==> src/rtl/reg_ctx_ctrl.sv <==
// Register-file context save/restore sequencer: streams R0..LAST_REG out over a
// valid/ready port, or loads them back from an input stream.
//
// state   | meaning
// --------+-------------------------------------------------------------
// IDLE    | waiting for a request while the CPU is idle
// SAVE    | presenting register idx on Out_Data, advance on Out_Ready
// RESTORE | writing In_Data into register idx, advance on In_Valid
// DONE    | one-cycle completion pulse, then back to IDLE
module reg_ctx_ctrl #(
  parameter logic [2:0] LAST_REG = 3'd7
) (
  input  logic        Clk,
  input  logic        Reset,
  input  logic        Save_Req,
  input  logic        Restore_Req,
  input  logic        Abort,
  input  logic        Cpu_Idle,
  input  logic [15:0] SR2_out,
  output logic [15:0] Out_Data,
  output logic        Out_Valid,
  input  logic        Out_Ready,
  input  logic [15:0] In_Data,
  input  logic        In_Valid,
  output logic        In_Ready,
  output logic        RF_Own,
  output logic        RF_LD_REG,
  output logic        RF_DR,
  output logic [2:0]  RF_IR_11to9,
  output logic [2:0]  RF_SR2,
  output logic [15:0] RF_Data_in,
  output logic        Busy,
  output logic        Done
);

  typedef enum logic [1:0] {IDLE, SAVE, RESTORE, DONE} state_t;

  state_t     state;
  logic [2:0] idx;
  logic       save_act;
  logic       rest_act;
  logic       done_q;

  always_ff @(posedge Clk) begin
    if (Reset) begin
      state    <= IDLE;
      idx      <= 3'd0;
      save_act <= 1'b0;
      rest_act <= 1'b0;
      done_q   <= 1'b0;
    end else begin
      done_q <= 1'b0;
      case (state)
        IDLE: begin
          idx <= 3'd0;
          if (Cpu_Idle && Save_Req) begin
            state    <= SAVE;
            save_act <= 1'b1;
          end else if (Cpu_Idle && Restore_Req) begin
            state    <= RESTORE;
            rest_act <= 1'b1;
          end
        end
        SAVE: begin
          // an abort still lets a word accepted in the same cycle count as consumed
          if (Abort || (Out_Ready && idx == LAST_REG)) begin
            idx      <= 3'd0;
            save_act <= 1'b0;
            state    <= Abort ? IDLE : DONE;
            done_q   <= !Abort;
          end else if (Out_Ready) begin
            idx <= idx + 3'd1;
          end
        end
        RESTORE: begin
          if (Abort || (In_Valid && idx == LAST_REG)) begin
            idx      <= 3'd0;
            rest_act <= 1'b0;
            state    <= Abort ? IDLE : DONE;
            done_q   <= !Abort;
          end else if (In_Valid) begin
            idx <= idx + 3'd1;
          end
        end
        DONE: begin
          idx   <= 3'd0;
          state <= IDLE;
        end
        default: begin
          idx   <= 3'd0;
          state <= IDLE;
        end
      endcase
    end
  end

  // data paths are gated by the registered mode flags so idle outputs read zero
  assign Out_Valid   = save_act;
  assign In_Ready    = rest_act;
  assign Busy        = save_act | rest_act;
  assign RF_Own      = save_act | rest_act;
  assign Done        = done_q;
  assign RF_DR       = 1'b0;
  assign RF_SR2      = save_act ? idx : 3'd0;
  assign Out_Data    = save_act ? SR2_out : 16'd0;
  assign RF_IR_11to9 = rest_act ? idx : 3'd0;
  assign RF_Data_in  = rest_act ? In_Data : 16'd0;
  assign RF_LD_REG   = rest_act & In_Valid;

endmodule

==> config.mk <==
export PLATFORM = sky130hd
export DESIGN_NAME = reg_ctx_ctrl
export DESIGN_NICKNAME = d
export VERILOG_FILES = /design/src/rtl/reg_ctx_ctrl.sv
export SDC_FILE = /design/constraint.sdc
export NUM_CORES = 1
export LEC_CHECK = 0
export ABC_AREA = 0
export CAP_MARGIN = 20
export CORE_MARGIN = 3
export CORE_UTILIZATION = 28
export DETAILED_ROUTE_END_ITERATION = 8
export PLACE_DENSITY = 0.87
export SLEW_MARGIN = 15
export SYNTH_ARGS = -nofsm -noshare
export SYNTH_HDL_FRONTEND = slang
export SYNTH_SLANG_ARGS = --single-unit
==> constraint.sdc <==
create_clock -name Clk -period 1.8 [get_ports Clk]
set_clock_uncertainty 0.15 [all_clocks]
set_input_delay 0.36 -clock Clk [delete_from_list [all_inputs] [get_ports Clk]]
set_output_delay 0.36 -clock Clk [all_outputs]
set_load 0.02 [all_outputs]
[Word-level counts from Yosys, hierarchy flattened]
Cells that the tools add are included.
Operators by class
  bitwise gates (word level): 2
  reductions and logical operators: 15
  multiplexer cells: 25
  equal/unequal tests: 12
  add/sub/neg operators: 1
Operators by type and width (count)
  two-way mux 16 bit: 2
  two-way mux 3 bit: 6
  two-way mux 2 bit: 5
  inequality test 2 bit (second input constant): 5
  inequality test 3 bit (second input constant): 3
  case mux 3 bit (3 select lines): 1
  case mux 2 bit (4 select lines): 1
  two-way mux 1 bit: 7
  case mux 1 bit (2 select lines): 3
  AND reduction 3 bit: 2
  == test 2 bit (second input constant): 2
  logical AND 1 bit: 4
  AND reduction 4 bit: 1
  nonzero test 2 bit: 2
  adder 3 x 1 -> 3 bit (second input constant): 1
  == test 3 bit (second input constant): 1
  == test 2 x 1 -> 1 bit (second input constant): 1
  zero test 2 bit: 1
  logical OR 1 bit: 2
  AND reduction 2 bit: 1
  OR reduction 2 bit: 1
  bitwise AND 1 bit: 1
  zero test 1 bit: 1
  OR 1 bit: 1
Word-level totals
  input port bits: 40
  register bits: 8
  output and inout port bits: 45
  logic and storage cells: 60

[Longest topological paths before layout]
  word-level depth: 5
  depth in mapped cells: 6
  mapped depth without buffers: 6

[Least setup slack after synthesis]
OpenSTA, ideal clock, no wires.
  kind: reg2reg
  start point: register state[0]
  end point: register idx[0]
  required time: 1564 ps
  path slack: 213 ps
  period minus slack after synthesis: 1587 ps
  library setup time: 86 ps
  arrival: 1351 ps
  buffers on the path: 0
  cell stages (with the launch flop): 7
  path through: dfxtp_1 inv_1 ha_1 inv_1 o22ai_2 or3_1 a211oi_1
On the way
  longest elaborated chain between the ends: 3
  elaborated cells on any way between the ends: 9
  classes of those cells: eq/ne: 5; mux: 1; reduce/logical: 3
RTL lines
  start: declaration: RTL line 38  | state_t state;
  start signal: assignment: RTL line 69  | state <= Abort ? IDLE : DONE;
  start signal: assignment: RTL line 79  | state <= Abort ? IDLE : DONE;
  == test 2 bit, or another cell as far along: RTL line 53  | case (state)
  OR reduction 2 bit (no source line) or inequality test 3 bit (tied branches)
  case mux 3 bit (3 select lines) or AND reduction 2 bit (tied branches)
  end signal: assignment: RTL line 72  | idx <= idx + 3'd1;
  end signal: assignment: RTL line 82  | idx <= idx + 3'd1;
  end: declaration: RTL line 39  | logic [2:0] idx;
Parallel ways exist; a longest one is shown, timed or not.
A chain may end at the register's enable or synchronous reset.

[Worst setup path in the final report]
  start point: input port SR2_out[15]
  end point: output port Out_Data[15]
On the way
  longest elaborated chain between the ends: 1
RTL lines
  start: declaration: RTL line 19  | input logic [15:0] SR2_out,
  two-way mux 16 bit: RTL line 105  | assign Out_Data = save_act ? SR2_out : 16'd0;
  end: declaration: RTL line 20  | output logic [15:0] Out_Data,
Every way passes these cells.

==> metrics <==
Cell Area, Synth 807 sq um; FILL cells 242; global-route wire length before repair 4390 um; final setup violation count 0; Core Area approximately 2600 sq um; RSZ-0062 raised after global routing yes; IO Pins 85; clock share of power 13.5%; peak per-stage delay on the critical path 0.45 ns; Crit. Startpoint SR2_out[15]; GRT Overall Usage 15.7%; CP Capture Type primary output; initial core utilization just over 30%; R2R Path Start state[0]; clk_lat worst skew roughly 0.26 ns; drt first pass iters 4; number of global-route vias before repair 1060; Tcrit/Tclk final 98.1%; largest net degree at the start of global routing 14; Pint 0.591 mW; Critical Path, Cell by Cell clkdlybuf4s50_1 > and2_1 > dlygate4sd2_1; post-synth top area share 30.2%; TritonCTS Buffers 3; Max VDD drop 0.000516 V; unique cell type count in the Yosys netlist 29; Combinational Power Share 65.0%; sw power 0.436 mW; Die Width just under 60 um; CTS tree done; DR iter-0 viols 14; status completed; Fmax achieved 566 MHz; final WL about 2800 um; Syn Nets 155; Final Wtd Congestion 0.690; Flop pwr share 21.5%; sw frac between 40% and 50%; CTS H-tree lvls 1; Die ar. between 3000 and 4000 sq um; CP max FO 1; post-DP HPWL 2450 um; FF+latch count, synth 8; share of the yosys chip area belonging to registers around 20%; hold_buf cts 0; synth top area cells and2_1 (30%), dfxtp_1 (20%), ha_1 (9.3%); total setup buffers inserted after CTS 0; Synth warnings 0; HP Start idx[0]; Via density 4.72; Die H 59.7 um; Synth Instances 109; clock tree sinks 8; post-route ant nets 0; Reg clk slew, reported paths 0.05 ns; Inserted Diodes 0; design area 1650 sq um; critical path required time between 1 and 1.5 ns; LEAKAGE 0.806 nW; Final min period 1.77 ns; leading area contributor after synthesis and2_1; Clock Tree Root clkbuf_4; critical path class input pin to primary output; Residual DRC 0; nets 245; Worst Path Arrival 1.26 ns; grt ovf 0; via count about 1100; Wirelength per Cell 12.6 um; I/O Buffers 83; Post-CTS Resized 60; initial antenna violation count 0; max cap viols 0; Max Root-Sink Buffers 2; Synth Area per Inst 7.40 sq um; critical path startpoint category input pin; Worst path slowest cell clkdlybuf4s50_1; Final Hold Viols 0; Hold WC Path Type flop to flop; row count 18; Slew Limit Fails 0; pwr/cell area 624 nW/um^2; P&R area growth vs syn 104%; area post-placement 1710 sq um; final hold slack 0.332 ns; fraction of layout cells with a size suffix above 1 a little over a fifth
flip-flops by register name, indices dropped and copies added (netlist names):
register / flops
Out_Valid: 1
Done: 1
state: 2
idx: 3
In_Ready: 1
placed cells by master, fill, tap and decap left out, types with 2 or more instances in the layout:
cell type	instances
dfxtp_1	7
clkbuf_2	15
clkbuf_4	3
nor2_1	2
dlygate4sd2_1	22
clkdlybuf4s15_1	3
nand3_1	2
buf_2	2
a211oi_1	2
buf_4	9
inv_1	6
ha_2	2
or3_1	2
a21oi_1	6
nand2_1	8
clkdlybuf4s50_1	40
ha_1	4
and2_1	39
final timing paths:
check,to,slack (ns),cells after the start
max reg2reg,idx[2],0.08,6
min reg2reg,idx[0],0.33,2
min,idx[0],0.33,2
max,Out_Data[15],0.03,3
power by group through the flow:
stage / logic (mW) / registers [mW] / clock network [mW]
6_report: 0.668 / 0.221 / 0.138
4_1_cts: 0.682 / 0.220 / 0.144
5_1_grt: 0.724 / 0.223 / 0.149
3_3_place_gp: 0.707 / 0.221 / 0
2_1_floorplan: 0.376 / 0.230 / 0
3_5_place_dp: 0.737 / 0.223 / 0
per-layer routing:
metal  vias up  global-route usage [%]  routed length (um)  share of wire [%]
met5         -                       0                   0                  0
met4         0                    3.48                  31                1.1
met3         6                    6.26                 351                 12
met2        61                    30.1                1460                 51
met1       474                    15.5                1010                 35
li1        530                       -                   -                  -
through the flow:
| step | util [%] | setup WS (ns) | instances | power, mW | TNS, ns |
|---|---|---|---|---|---|
| final | 63.0 | 0.0347 | 227 | 1.03 | 0 |
| after global routing | 63.0 | -0.0260 | 227 | 1.10 | -0.0260 |
| after CTS | 65.1 | 0.000941 | 227 | 1.05 | 0 |
| after detailed placement | 65.4 | -0.280 | 224 | 0.960 | -8.49 |
| after global placement | 65.4 | -0.256 | 224 | 0.928 | -7.75 |
| after floorplan | - | 0.213 | 109 | 0.606 | 0 |
critical path, delay by kind of cell:
kind                   cells  cell delay, ns
buffers and inverters      2            0.78
AND/OR/NAND/NOR            1            0.12
synth_stat cells:
cell	count
a211o_1	1
a211oi_1	3
a21bo_2	1
a21o_1	1
a21oi_1	7
a22oi_1	1
and2_1	39
and4_1	1
buf_4	2
clkbuf_1	5
conb_1	1
dfxtp_1	8
ha_1	6
inv_1	7
mux2i_1	1
nand2_1	8
nand2b_1	1
nand2b_4	1
nand3_1	2
nand4b_1	1
nor2_1	2
nor3_1	1
nor4_1	1
o21ai_0	1
o22ai_2	1
o2bb2ai_2	1
or2_2	1
or3_1	3
or3b_1	1
area by class of cell:
type,instances,area (sq um),share of cell area [%]
well taps,30,37.5,2.28
flip-flops and latches,8,161,9.81
multi-input cells,87,611,37.1
inverters,7,26.3,1.60
repair buffers,92,787,47.8
clock buffers,3,22.5,1.37
cell families (layout without fill, tap and decap cells):
family                     Yosys count  count (layout)  synth area share (%)
AOI/OAI and AO/OA                   17              17                  15.3
adders and majority gates            6               6                  9.30
buffers and inverters               14             102                  7.44
DFF                                  8               8                  19.8
muxes                                1               1                  1.24
other                                1               1                 0.465
and+or+nand+nor                     62              62                  46.4
Power figures use the tool's default switching activity.
